`config.mk`:
```
export PLATFORM = sky130hd
export DESIGN_NAME = frame_buf_mgr_flat
export DESIGN_NICKNAME = d
export VERILOG_FILES = /design/src/rtl/frame_buf_pkg.sv /design/src/rtl/frame_buf_mgr_if.sv /design/src/rtl/frame_addr_cnt.sv /design/src/rtl/frame_buf_mgr.sv /design/src/flat_wrapper.sv
export SDC_FILE = /design/constraint.sdc
export NUM_CORES = 1
export LEC_CHECK = 0
export ABC_AREA = 1
export BUFFER_PORTS_ARGS = -buffer_cell sky130_fd_sc_hd__buf_2
export CAP_MARGIN = 10
export CELL_PAD_IN_SITES_DETAIL_PLACEMENT = 0
export CELL_PAD_IN_SITES_GLOBAL_PLACEMENT = 1
export CORE_ASPECT_RATIO = 0.75
export CORE_MARGIN = 4
export CORE_UTILIZATION = 39
export DETAILED_ROUTE_END_ITERATION = 6
export PLACE_DENSITY = 0.87
export SLEW_MARGIN = 5
export SYNTH_ARGS = -nofsm -noshare
export SYNTH_HDL_FRONTEND = slang
export SYNTH_SLANG_ARGS = --single-unit
```
`constraint.sdc`:
```
create_clock -name clk -period 4.4 [get_ports clk]
set_clock_uncertainty 0.1 [all_clocks]
set_input_delay 0 -clock clk [delete_from_list [all_inputs] [get_ports clk]]
set_output_delay 0 -clock clk [all_outputs]
set_load 0.01 [all_outputs]
```
`src/rtl/frame_buf_pkg.sv`:
```
// Shared types and helpers for the N-buffer frame-store address manager.
// Frame geometry arrives as arguments so one package serves every instance.
package frame_buf_pkg;

    typedef logic [1:0] buf_idx_t;

    localparam int unsigned MaxBuf = 4;

    // NBURST: bursts per frame.
    function automatic int unsigned nburst(input int unsigned frame_size,
                                           input int unsigned burst_len);
        return frame_size / burst_len;
    endfunction

    // Start address of burst cnt in buffer idx.
    function automatic longint unsigned buf_addr(input longint unsigned base,
                                                 input int unsigned     frame_size,
                                                 input int unsigned     burst_len,
                                                 input buf_idx_t        idx,
                                                 input int unsigned     cnt);
        return base + 64'(idx) * 64'(frame_size) + 64'(cnt) * 64'(burst_len);
    endfunction

    // Elaboration-time legality of a buffer configuration.
    function automatic bit cfg_ok(input int unsigned     num_buf,
                                  input int unsigned     addr_w,
                                  input int unsigned     frame_size,
                                  input int unsigned     burst_len,
                                  input longint unsigned base);
        longint unsigned span;
        if (num_buf < 1 || num_buf > MaxBuf) return 1'b0;
        if (burst_len == 0 || frame_size < burst_len) return 1'b0;
        if (frame_size % burst_len != 0) return 1'b0;
        if (addr_w == 0 || addr_w > 62) return 1'b0;
        span = base + 64'(num_buf) * 64'(frame_size);
        return span <= (64'd1 << addr_w);
    endfunction

endpackage

```
`src/rtl/frame_buf_mgr_if.sv`:
```
// Capture/display-side handshake bundle for the frame buffer manager.
interface frame_buf_mgr_if #(
    parameter int unsigned ADDR_W = 28
);
    import frame_buf_pkg::*;

    logic              pingpang_en;
    logic              wr_frame_start;
    logic              wr_burst_done;
    logic              rd_frame_start;
    logic              rd_burst_done;
    logic [ADDR_W-1:0] wr_addr;
    logic [ADDR_W-1:0] rd_addr;
    buf_idx_t          wr_buf_idx;
    buf_idx_t          rd_buf_idx;
    logic              rd_valid;
    logic              wr_frame_done;
    logic              wr_overrun;
    logic              rd_wrap;
    logic [7:0]        drop_cnt;

    modport master (
        output pingpang_en, wr_frame_start, wr_burst_done, rd_frame_start, rd_burst_done,
        input  wr_addr, rd_addr, wr_buf_idx, rd_buf_idx, rd_valid, wr_frame_done,
        input  wr_overrun, rd_wrap, drop_cnt
    );

    modport slave (
        input  pingpang_en, wr_frame_start, wr_burst_done, rd_frame_start, rd_burst_done,
        output wr_addr, rd_addr, wr_buf_idx, rd_buf_idx, rd_valid, wr_frame_done,
        output wr_overrun, rd_wrap, drop_cnt
    );

endinterface

```
`src/rtl/frame_addr_cnt.sv`:
```
// Burst counter plus registered burst start address. Clamp mode saturates at
// NBURST (frame complete); wrap mode cycles 0..NBURST-1 within the same buffer.
module frame_addr_cnt
    import frame_buf_pkg::*;
#(
    parameter int unsigned     ADDR_W     = 28,
    parameter int unsigned     FRAME_SIZE = 786432,
    parameter int unsigned     BURST_LEN  = 128,
    parameter longint unsigned BASE_ADDR  = 0,
    parameter bit              WRAP       = 1'b0,
    localparam int unsigned    NB         = nburst(FRAME_SIZE, BURST_LEN),
    localparam int unsigned    CNT_W      = $clog2(NB + 1)
) (
    input  logic              clk,
    input  logic              rst,
    input  logic              clear,
    input  logic              inc,
    input  buf_idx_t          idx,
    output logic              full,
    output logic              hit,
    output logic [ADDR_W-1:0] addr
);

    localparam logic [CNT_W-1:0] Last = CNT_W'(NB - 1);
    localparam logic [CNT_W-1:0] Top  = CNT_W'(NB);

    logic [CNT_W-1:0]  cnt_q, cnt_upd, cnt_d, addr_cnt;
    logic [ADDR_W-1:0] addr_q, addr_d;

    // hit: clamp mode = burst refused at NBURST; wrap mode = counter wrapped.
    always_comb begin
        cnt_upd = cnt_q;
        hit     = 1'b0;
        if (inc) begin
            if (WRAP) begin
                if (cnt_q == Last) begin
                    cnt_upd = '0;
                    hit     = 1'b1;
                end else begin
                    cnt_upd = cnt_q + 1'b1;
                end
            end else if (cnt_q == Top) begin
                hit = 1'b1;
            end else begin
                cnt_upd = cnt_q + 1'b1;
            end
        end
        full     = (cnt_upd == Top);
        cnt_d    = clear ? '0 : cnt_upd;
        // A full frame keeps pointing at its last burst, never into the next buffer.
        addr_cnt = (cnt_d == Top) ? Last : cnt_d;
        addr_d   = ADDR_W'(buf_addr(BASE_ADDR, FRAME_SIZE, BURST_LEN, idx, 32'(addr_cnt)));
    end

    always_ff @(posedge clk) begin
        if (rst) begin
            cnt_q  <= '0;
            addr_q <= ADDR_W'(BASE_ADDR);
        end else begin
            cnt_q  <= cnt_d;
            addr_q <= addr_d;
        end
    end

    assign addr = addr_q;

endmodule

```
`src/rtl/frame_buf_mgr.sv`:
```
// N-buffer frame-store address manager: the reader always follows the latest
// committed frame and the writer never lands on the latest or displayed buffer.
module frame_buf_mgr
    import frame_buf_pkg::*;
#(
    parameter int unsigned     NUM_BUF    = 3,
    parameter int unsigned     ADDR_W     = 28,
    parameter int unsigned     FRAME_SIZE = 786432,
    parameter int unsigned     BURST_LEN  = 128,
    parameter longint unsigned BASE_ADDR  = 0
) (
    input logic            clk,
    input logic            rst,
    frame_buf_mgr_if.slave bus
);

    if (!cfg_ok(NUM_BUF, ADDR_W, FRAME_SIZE, BURST_LEN, BASE_ADDR)) begin : g_cfg_err
        $error("frame_buf_mgr: illegal buffer geometry");
    end

    buf_idx_t   wr_idx_q, wr_idx_d, rd_idx_q, rd_idx_d, latest_q, latest_d;
    logic       valid_q, valid_d, armed_q, done_q, overrun_q, wrap_q;
    logic [7:0] drop_q;
    logic       wr_inc, wr_full, wr_hit, rd_hit, commit, unused_rd_full;

    assign wr_inc = bus.wr_burst_done & armed_q;
    assign commit = bus.wr_frame_start & wr_full;

    // Commit, then read select (bypassing the new latest), then write select.
    always_comb begin
        latest_d = commit ? wr_idx_q : latest_q;
        valid_d  = valid_q | commit;

        rd_idx_d = rd_idx_q;
        if (bus.rd_frame_start) begin
            if (!bus.pingpang_en) begin
                rd_idx_d = '0;
            end else if (valid_d) begin
                rd_idx_d = latest_d;
            end
        end

        // Descending scan so the lowest free index wins; none free keeps the current one.
        wr_idx_d = wr_idx_q;
        if (bus.wr_frame_start) begin
            if (!bus.pingpang_en) begin
                wr_idx_d = '0;
            end else begin
                for (int i = int'(NUM_BUF) - 1; i >= 0; i--) begin
                    if (!valid_d || (buf_idx_t'(i) != latest_d && buf_idx_t'(i) != rd_idx_d)) begin
                        wr_idx_d = buf_idx_t'(i);
                    end
                end
            end
        end
    end

    always_ff @(posedge clk) begin
        if (rst) begin
            wr_idx_q  <= '0;
            rd_idx_q  <= '0;
            latest_q  <= '0;
            valid_q   <= 1'b0;
            armed_q   <= 1'b0;
            done_q    <= 1'b0;
            overrun_q <= 1'b0;
            wrap_q    <= 1'b0;
            drop_q    <= '0;
        end else begin
            wr_idx_q <= wr_idx_d;
            rd_idx_q <= rd_idx_d;
            latest_q <= latest_d;
            valid_q  <= valid_d;
            armed_q  <= armed_q | bus.wr_frame_start;
            done_q   <= commit;
            wrap_q   <= rd_hit & ~bus.rd_frame_start;
            if (bus.wr_frame_start) begin
                overrun_q <= 1'b0;
            end else if (wr_hit) begin
                overrun_q <= 1'b1;
            end
            if (bus.wr_frame_start && armed_q && !wr_full && drop_q != 8'hff) begin
                drop_q <= drop_q + 8'd1;
            end
        end
    end

    frame_addr_cnt #(
        .ADDR_W     (ADDR_W),
        .FRAME_SIZE (FRAME_SIZE),
        .BURST_LEN  (BURST_LEN),
        .BASE_ADDR  (BASE_ADDR),
        .WRAP       (1'b0)
    ) u_wr_cnt (
        .clk   (clk),
        .rst   (rst),
        .clear (bus.wr_frame_start),
        .inc   (wr_inc),
        .idx   (wr_idx_d),
        .full  (wr_full),
        .hit   (wr_hit),
        .addr  (bus.wr_addr)
    );

    frame_addr_cnt #(
        .ADDR_W     (ADDR_W),
        .FRAME_SIZE (FRAME_SIZE),
        .BURST_LEN  (BURST_LEN),
        .BASE_ADDR  (BASE_ADDR),
        .WRAP       (1'b1)
    ) u_rd_cnt (
        .clk   (clk),
        .rst   (rst),
        .clear (bus.rd_frame_start),
        .inc   (bus.rd_burst_done),
        .idx   (rd_idx_d),
        .full  (unused_rd_full),
        .hit   (rd_hit),
        .addr  (bus.rd_addr)
    );

    assign bus.wr_buf_idx    = wr_idx_q;
    assign bus.rd_buf_idx    = rd_idx_q;
    assign bus.rd_valid      = valid_q;
    assign bus.wr_frame_done = done_q;
    assign bus.wr_overrun    = overrun_q;
    assign bus.rd_wrap       = wrap_q;
    assign bus.drop_cnt      = drop_q;

endmodule

```
`src/flat_wrapper.sv`:
```
// flat-port wrapper written by rule: the top's interface ports become plain ports
module frame_buf_mgr_flat import frame_buf_pkg::*;
#(
    parameter int unsigned     NUM_BUF    = 3,
    parameter int unsigned     ADDR_W     = 28,
    parameter int unsigned     FRAME_SIZE = 786432,
    parameter int unsigned     BURST_LEN  = 128,
    parameter longint unsigned BASE_ADDR  = 0
)
  (clk, rst, bus_pingpang_en, bus_wr_frame_start, bus_wr_burst_done, bus_rd_frame_start, bus_rd_burst_done, bus_wr_addr, bus_rd_addr, bus_wr_buf_idx, bus_rd_buf_idx, bus_rd_valid, bus_wr_frame_done, bus_wr_overrun, bus_rd_wrap, bus_drop_cnt);
  frame_buf_mgr_if #(.ADDR_W(ADDR_W)) bus_i ();
  input logic clk;
  input logic rst;
  input wire logic [$bits(bus_i.pingpang_en)-1:0] bus_pingpang_en;
  input wire logic [$bits(bus_i.wr_frame_start)-1:0] bus_wr_frame_start;
  input wire logic [$bits(bus_i.wr_burst_done)-1:0] bus_wr_burst_done;
  input wire logic [$bits(bus_i.rd_frame_start)-1:0] bus_rd_frame_start;
  input wire logic [$bits(bus_i.rd_burst_done)-1:0] bus_rd_burst_done;
  output wire logic [$bits(bus_i.wr_addr)-1:0] bus_wr_addr;
  output wire logic [$bits(bus_i.rd_addr)-1:0] bus_rd_addr;
  output wire logic [$bits(bus_i.wr_buf_idx)-1:0] bus_wr_buf_idx;
  output wire logic [$bits(bus_i.rd_buf_idx)-1:0] bus_rd_buf_idx;
  output wire logic [$bits(bus_i.rd_valid)-1:0] bus_rd_valid;
  output wire logic [$bits(bus_i.wr_frame_done)-1:0] bus_wr_frame_done;
  output wire logic [$bits(bus_i.wr_overrun)-1:0] bus_wr_overrun;
  output wire logic [$bits(bus_i.rd_wrap)-1:0] bus_rd_wrap;
  output wire logic [$bits(bus_i.drop_cnt)-1:0] bus_drop_cnt;
  assign bus_i.pingpang_en = bus_pingpang_en;
  assign bus_i.wr_frame_start = bus_wr_frame_start;
  assign bus_i.wr_burst_done = bus_wr_burst_done;
  assign bus_i.rd_frame_start = bus_rd_frame_start;
  assign bus_i.rd_burst_done = bus_rd_burst_done;
  assign bus_wr_addr = bus_i.wr_addr;
  assign bus_rd_addr = bus_i.rd_addr;
  assign bus_wr_buf_idx = bus_i.wr_buf_idx;
  assign bus_rd_buf_idx = bus_i.rd_buf_idx;
  assign bus_rd_valid = bus_i.rd_valid;
  assign bus_wr_frame_done = bus_i.wr_frame_done;
  assign bus_wr_overrun = bus_i.wr_overrun;
  assign bus_rd_wrap = bus_i.rd_wrap;
  assign bus_drop_cnt = bus_i.drop_cnt;
  frame_buf_mgr #(.NUM_BUF(NUM_BUF), .ADDR_W(ADDR_W), .FRAME_SIZE(FRAME_SIZE), .BURST_LEN(BURST_LEN), .BASE_ADDR(BASE_ADDR)) u_core (.clk(clk), .rst(rst), .bus(bus_i));
endmodule
```
==> results of run 1 <==
[cells by family (layout without fill, tap and decap cells)]
| logic type | count (synthesis) | after routing | share of synthesized area |
|---|---|---|---|
| other | 1 | 24 | 0.000959 |
| DFF | 77 | 77 | 0.394 |
| buffers and inverters | 112 | 154 | 0.132 |
| and+or+nand+nor | 281 | 281 | 0.311 |
| xor gates and xnor gates | 11 | 11 | 0.0246 |
| adders and majority gates | 17 | 17 | 0.0582 |
| AOI/OAI and AO/OA | 55 | 55 | 0.0787 |
[power groups by stage]
stage / registers (mW) / logic [mW] / clock network [mW]
6_report: 0.707 / 0.0705 / 0.804
5_1_grt: 0.707 / 0.0791 / 0.853
4_1_cts: 0.707 / 0.0675 / 0.821
3_5_place_dp: 0.722 / 0.0649 / 0
3_3_place_gp: 0.722 / 0.0645 / 0
2_1_floorplan: 0.723 / 0.0593 / 0
[worst reg2reg max path, delay by kind of cell, from the launching register on]
kind	cells	cell delay, ns
and+or+nand+nor	18	2.03
adders and majority gates	3	0.68
DFF	1	0.46
AOI/OAI and AO/OA	4	0.44
buffers and inverters	4	0.25
[state kept, by name, summed over array words and instances (netlist names)]
signal	count
u_core.bus.rd_valid	1
u_core.bus.wr_frame_done	1
u_core.u_rd_cnt.cnt_q	13
u_core.bus.rd_buf_idx	2
u_core.u_wr_cnt.addr	16
u_core.bus.rd_wrap	1
u_core.bus.drop_cnt	8
u_core.u_rd_cnt.addr	16
u_core.u_wr_cnt.cnt_q	13
u_core.latest_q	2
u_core.armed_q	1
u_core.bus.wr_overrun	1
u_core.bus.wr_buf_idx	2
[per-layer routing]
| layer | GRT usage | share of wire |
|---|---|---|
| met1 | 0.265 | 0.52 |
| met2 | 0.222 | 0.39 |
| met3 | 0.0419 | 0.071 |
| met4 | 0.0516 | 0.011 |
| met5 | 0 | 0 |
[layout by cell type, fill, tap and decap left out, types with 4 or more instances in the layout]
cell type / instances
buf_2: 54
clkbuf_16: 9
conb_1: 24
nor2_1: 80
nand4_1: 8
xor2_1: 9
nor3_1: 10
dfxtp_1: 74
nand3_2: 4
nand3_1: 35
inv_1: 66
nand2_2: 6
ha_1: 14
inv_2: 6
a21oi_1: 11
buf_4: 8
nor2_2: 6
o21ai_0: 27
nand2_1: 123
[cell type report]
type                       count  area [um^2]  share of cell area
inverter                      74          279              0.0598
multi-input combinational    388         1990               0.427
tap                          132          165              0.0354
timing repair buffer          65          360              0.0772
clock inverter                 5         83.8              0.0180
sequential                    77         1550               0.331
clock buffer                  10          239              0.0512
[timing repair]
action                                  CTS  global route
resized for setup                         0            19
setup buffers                             0             5
endpoints found under the setup margin    0             4
hold buffers                              3             0
hold endpoints to repair                  5             0
[per-stage QoR]
| step | instances | setup WS (ns) |
|---|---|---|
| after global routing | 751 | 0.0153 |
| final | 751 | 0.345 |
| after CTS | 746 | 0.0652 |
| after detailed placement | 728 | 0.0923 |
| after floorplan | 577 | 0.570 |
| after global placement | 728 | 0.264 |
[worst paths after layout]
check                           startpoint                        to  slack (ns)  cells after the start
hold / removal             bus_pingpang_en  u_core.bus.wr_buf_idx[1]        0.06                      7
hold reg to reg      u_core.bus.wr_overrun     u_core.bus.wr_overrun        0.35                      2
setup / recovery  u_core.u_wr_cnt.cnt_q[3]  u_core.u_wr_cnt.addr[21]        0.34                     29
setup reg to reg  u_core.u_wr_cnt.cnt_q[3]  u_core.u_wr_cnt.addr[21]        0.34                     29
==> metrics.cfg, run 1 <==
[synthesis]
avgSynthCellArea_um2 = 7.06
ys_ff_latch = 77
synth_ff_type = dfxtp_1
syn-instance-count = 554
synth.yosys.seq_area_share = 0.394
synth_cell_types = 39
synth-edff-count = 0
synth_top_area_cell = dfxtp_1
yosysWarnings = 0
yosysMostFrequentCell = nand2_1
synth_common_cells = nand2_1 (126), nor2_1 (83), dfxtp_1 (77)
yosys.area.top_type_share = 0.394
async_flop_share = 0
synth_top_cells_by_area = dfxtp_1 (39%), nand2_1 (12%), nor2_1 (8.0%)
syn_area_um2 = 3910

[floorplanning]
row_count = 31
coreArea_um2 = 9740
initial_core_util = 0.402
dieArea_um2 = 11700
io_pins = 79
die_w_um = 124
die_h_um = 94.7

[drt]
wl_per_cell_um = 12.9
drt_iter0_markers = 253
drcViolationCount = 0
ant_nets = 0
firstDrtPassIters = 5
vias = 3493
routed_wl_um = 9660
vias_per_cell = 4.65

[flow_run]
drv_cap = 0

[setup_path]
cp_top_family = simple AND/OR/NAND/NOR gates
slowest_delay_ns = 0.46
start_kind = flip-flop
worst_ep_arrival_time_ns = 4.17
cp_slowest_cell = dfxtp_1
cp_common_cell = nand2_1
cp_max_fo = 6
crit_buf_inv = 4
required_ns = 4.52
end_kind = flip-flop
path_class = reg2reg

[power_and_ir_drop]
power.density_nw_per_um2 = 339
p_comb_frac = 0.045
p_sw_mw = 0.349
power.internal_mw = 1.23
p_sw_frac = 0.221
clkPwrFrac = 0.509
p_leak_nw = 2.23
power_mw = 1.58
pwr-share-seq = 0.447
peakVddDrop_v = 0.000195

[clocking]
clock-sinks = 77
cts.clk_slew.worst_paths_ns = 0.06
cts_buffers = 9
clock_latency_ns = 0.33
htreeDepth = 3
clock-root-buffer = clkbuf_16
clockBufferDepth = 2
cts_tree = built

[timing]
period_minus_slack_ns = 4.06
setup_tns_ns = 0
hold_viol_final = 0
final-setup-viol-count = 0
holdWs_ns = 0.0594
worst_pin_slew_ns = 0.635
period_share = 0.922
rsz0062_at_grt = false
max_freq_ghz = 0.247
max_slew_margin = 0.576
finalMaxSlewViolations = 0

[finish]
fill_cells = 978
syn_to_final_growth_pct = 19.3
nets = 639
drive_above_1_share = 0.187
antenna_cells = 0
fin_util = 0.479
fin_area_um2 = 4670

[min_path]
hp-class = in2reg

[global_routing]
track_usage = 0.169
grt_pass1_vias = 3089
grt-ovfl-total = 0
grt_pass1_wl_um = 15500
grt_max_degree = 49
antenna_found_initial = 0

[placed_design]
routabilityCongestion = 0.901
hpwl_um = 7240
placement.cell_area_um2 = 4210
io_buffers = 54

[outcome]
status = finished, final reports clean

No activity file was read; power rests on OpenSTA's default activity.
==> run 2, diff against run 1 <==
- PLACE_DENSITY: 0.87 -> 0.86
- SYNTH_HIERARCHICAL: not set -> 1
==> metrics.cfg, run 2 <==
[setup_path]
required_ns = 4.51
reg2reg_to = u_core/u_wr_cnt/addr[20]
worst_ep_arrival_time_ns = 4.13
start_kind = flip-flop
cp_top_family = simple AND/OR/NAND/NOR gates
cp_common_cell = nand2_1
cp_slowest_cell = fa_1
cp_max_fo = 7
slowest_delay_ns = 0.44
r2r_setup_slack_ns = 0.38
crit_buf_inv = 2
rr_worst_depth = 26
path_class = reg2reg
r2r_start = u_core/u_wr_cnt/cnt_q[0]
end_kind = flip-flop

[floorplanning]
initial_core_util = 0.400
row_count = 32
io_pins = 79
coreArea_um2 = 10300
die_w_um = 127
dieArea_um2 = 12300
die_h_um = 96.9

[drt]
routed_wl_um = 9320
vias = 3587
drt_iter0_markers = 192
vias_per_cell = 4.56
wl_per_cell_um = 11.8
ant_nets = 0
drcViolationCount = 0
firstDrtPassIters = 5

[finish]
drive_above_1_share = 0.203
stdcell_count = 787
fin_area_um2 = 4860
mostFrequentLayoutCells = nand2_1 (148), inv_1 (86), nor2_1 (78)
layout_commonest_cell = nand2_1
multi_input_area_um2 = 2110
fin_util = 0.473
nets = 667
seq_area_um2 = 1540
syn_to_final_growth_pct = 18.3
antenna_cells = 0
fill_cells = 1057

[global_routing]
grt_pass1_vias = 3367
grt-ovfl-total = 0
grt_max_degree = 27
antenna_found_initial = 0
grt_pass1_wl_um = 15600
track_usage = 0.156

[clocking]
clock_latency_ns = 0.34
cts.clk_slew.worst_paths_ns = 0.06
cts_buffers = 9
cts_tree = built
clock-root-buffer = clkbuf_16
clockBufferDepth = 2
clock-sinks = 77
post_cts_buffers = 0
htreeDepth = 3

[timing]
period_share = 0.914
period_minus_slack_ns = 4.02
layout_setup_ws_ns = 0.380
holdWs_ns = 0.192
hold_viol_final = 0
setup_tns_ns = 0
finalMaxSlewViolations = 0
final-setup-viol-count = 0
max_freq_ghz = 0.249
rsz0062_at_grt = false

[synthesis]
yosysWarnings = 6
avgSynthCellArea_um2 = 7.05
syn-instance-count = 583
syn_area_um2 = 4110

[power_and_ir_drop]
p_comb_frac = 0.048
pwr-share-seq = 0.416
peakVddDrop_v = 0.000171
p_leak_nw = 2.45
power.density_nw_per_um2 = 352
power_mw = 1.71
p_sw_frac = 0.208
clkPwrFrac = 0.536
power.internal_mw = 1.35
p_sw_mw = 0.356

[placed_design]
hpwl_um = 7090
routabilityCongestion = 0.870
pre_cts_ws_ns = 0.230
io_buffers = 54
place_inst = 766
placement.cell_area_um2 = 4420

[min_path]
hold_start = bus_wr_burst_done
hold-path-cell-count = 7
hold-path-endpoint = u_core/u_wr_cnt/cnt_q[3]
hp-class = in2reg

[flow_run]
drv_cap = 0

[outcome]
status = finished, final reports clean

-- run 2: how the worst max path moves through the flow --
stage                             startpoint                       end  slack (ns)  cells past startpoint
floorplan           u_core/u_wr_cnt/cnt_q[0]  u_core/u_wr_cnt/addr[20]        0.74                     27
global placement    u_core/u_wr_cnt/cnt_q[0]  u_core/u_wr_cnt/addr[20]        0.42                     27
detailed placement  u_core/u_wr_cnt/cnt_q[0]  u_core/u_wr_cnt/addr[20]        0.23                     27
CTS                 u_core/u_wr_cnt/cnt_q[0]  u_core/u_wr_cnt/addr[20]        0.21                     27
global route        u_core/u_wr_cnt/cnt_q[0]  u_core/u_wr_cnt/addr[21]       0.005                     31
finish              u_core/u_wr_cnt/cnt_q[0]  u_core/u_wr_cnt/addr[20]        0.38                     26
-- run 2: area by class of cell --
| class | instances | area share |
|---|---|---|
| clock buffers | 10 | 0.0491 |
| clock inverters | 6 | 0.0275 |
| inverters | 90 | 0.0695 |
| multi-input cells | 408 | 0.434 |
| flip-flops and latches | 77 | 0.317 |
| well taps | 136 | 0.0350 |
| repair buffers | 60 | 0.0674 |
-- run 2: what timing repair did --
action | CTS | global route
setup endpoints to repair | 0 | 4
endpoints found under the hold margin | 11 | 0
hold buffers | 5 | 0
resized for setup | 0 | 6
-- run 2: power by group through the flow --
stage               logic, mW  registers, mW  clock network (mW)
CTS                    0.0803          0.711               0.941
global placement       0.0758          0.727                   0
finish                 0.0815          0.712               0.917
global route           0.0921          0.713               0.971
detailed placement     0.0765          0.727                   0
floorplan              0.0669          0.728                   0
-- run 2: routing by layer --
| layer | wire length, um | part of all wire | track usage | vias to the layer above |
|---|---|---|---|---|
| met3 | 500 | 0.054 | 0.0464 | 13 |
| met5 | 0 | 0 | 0 | - |
| li1 | - | - | - | 1880 |
| met1 | 4550 | 0.49 | 0.212 | 1614 |
| met2 | 4150 | 0.45 | 0.235 | 80 |
| met4 | 121 | 0.013 | 0.0511 | 0 |
-- run 2: tightest hold or removal path: cells and delay by family --
family | cells | cell delay (ns)
AND/OR/NAND/NOR | 4 | 0.33
buffers and inverters | 3 | 0.25
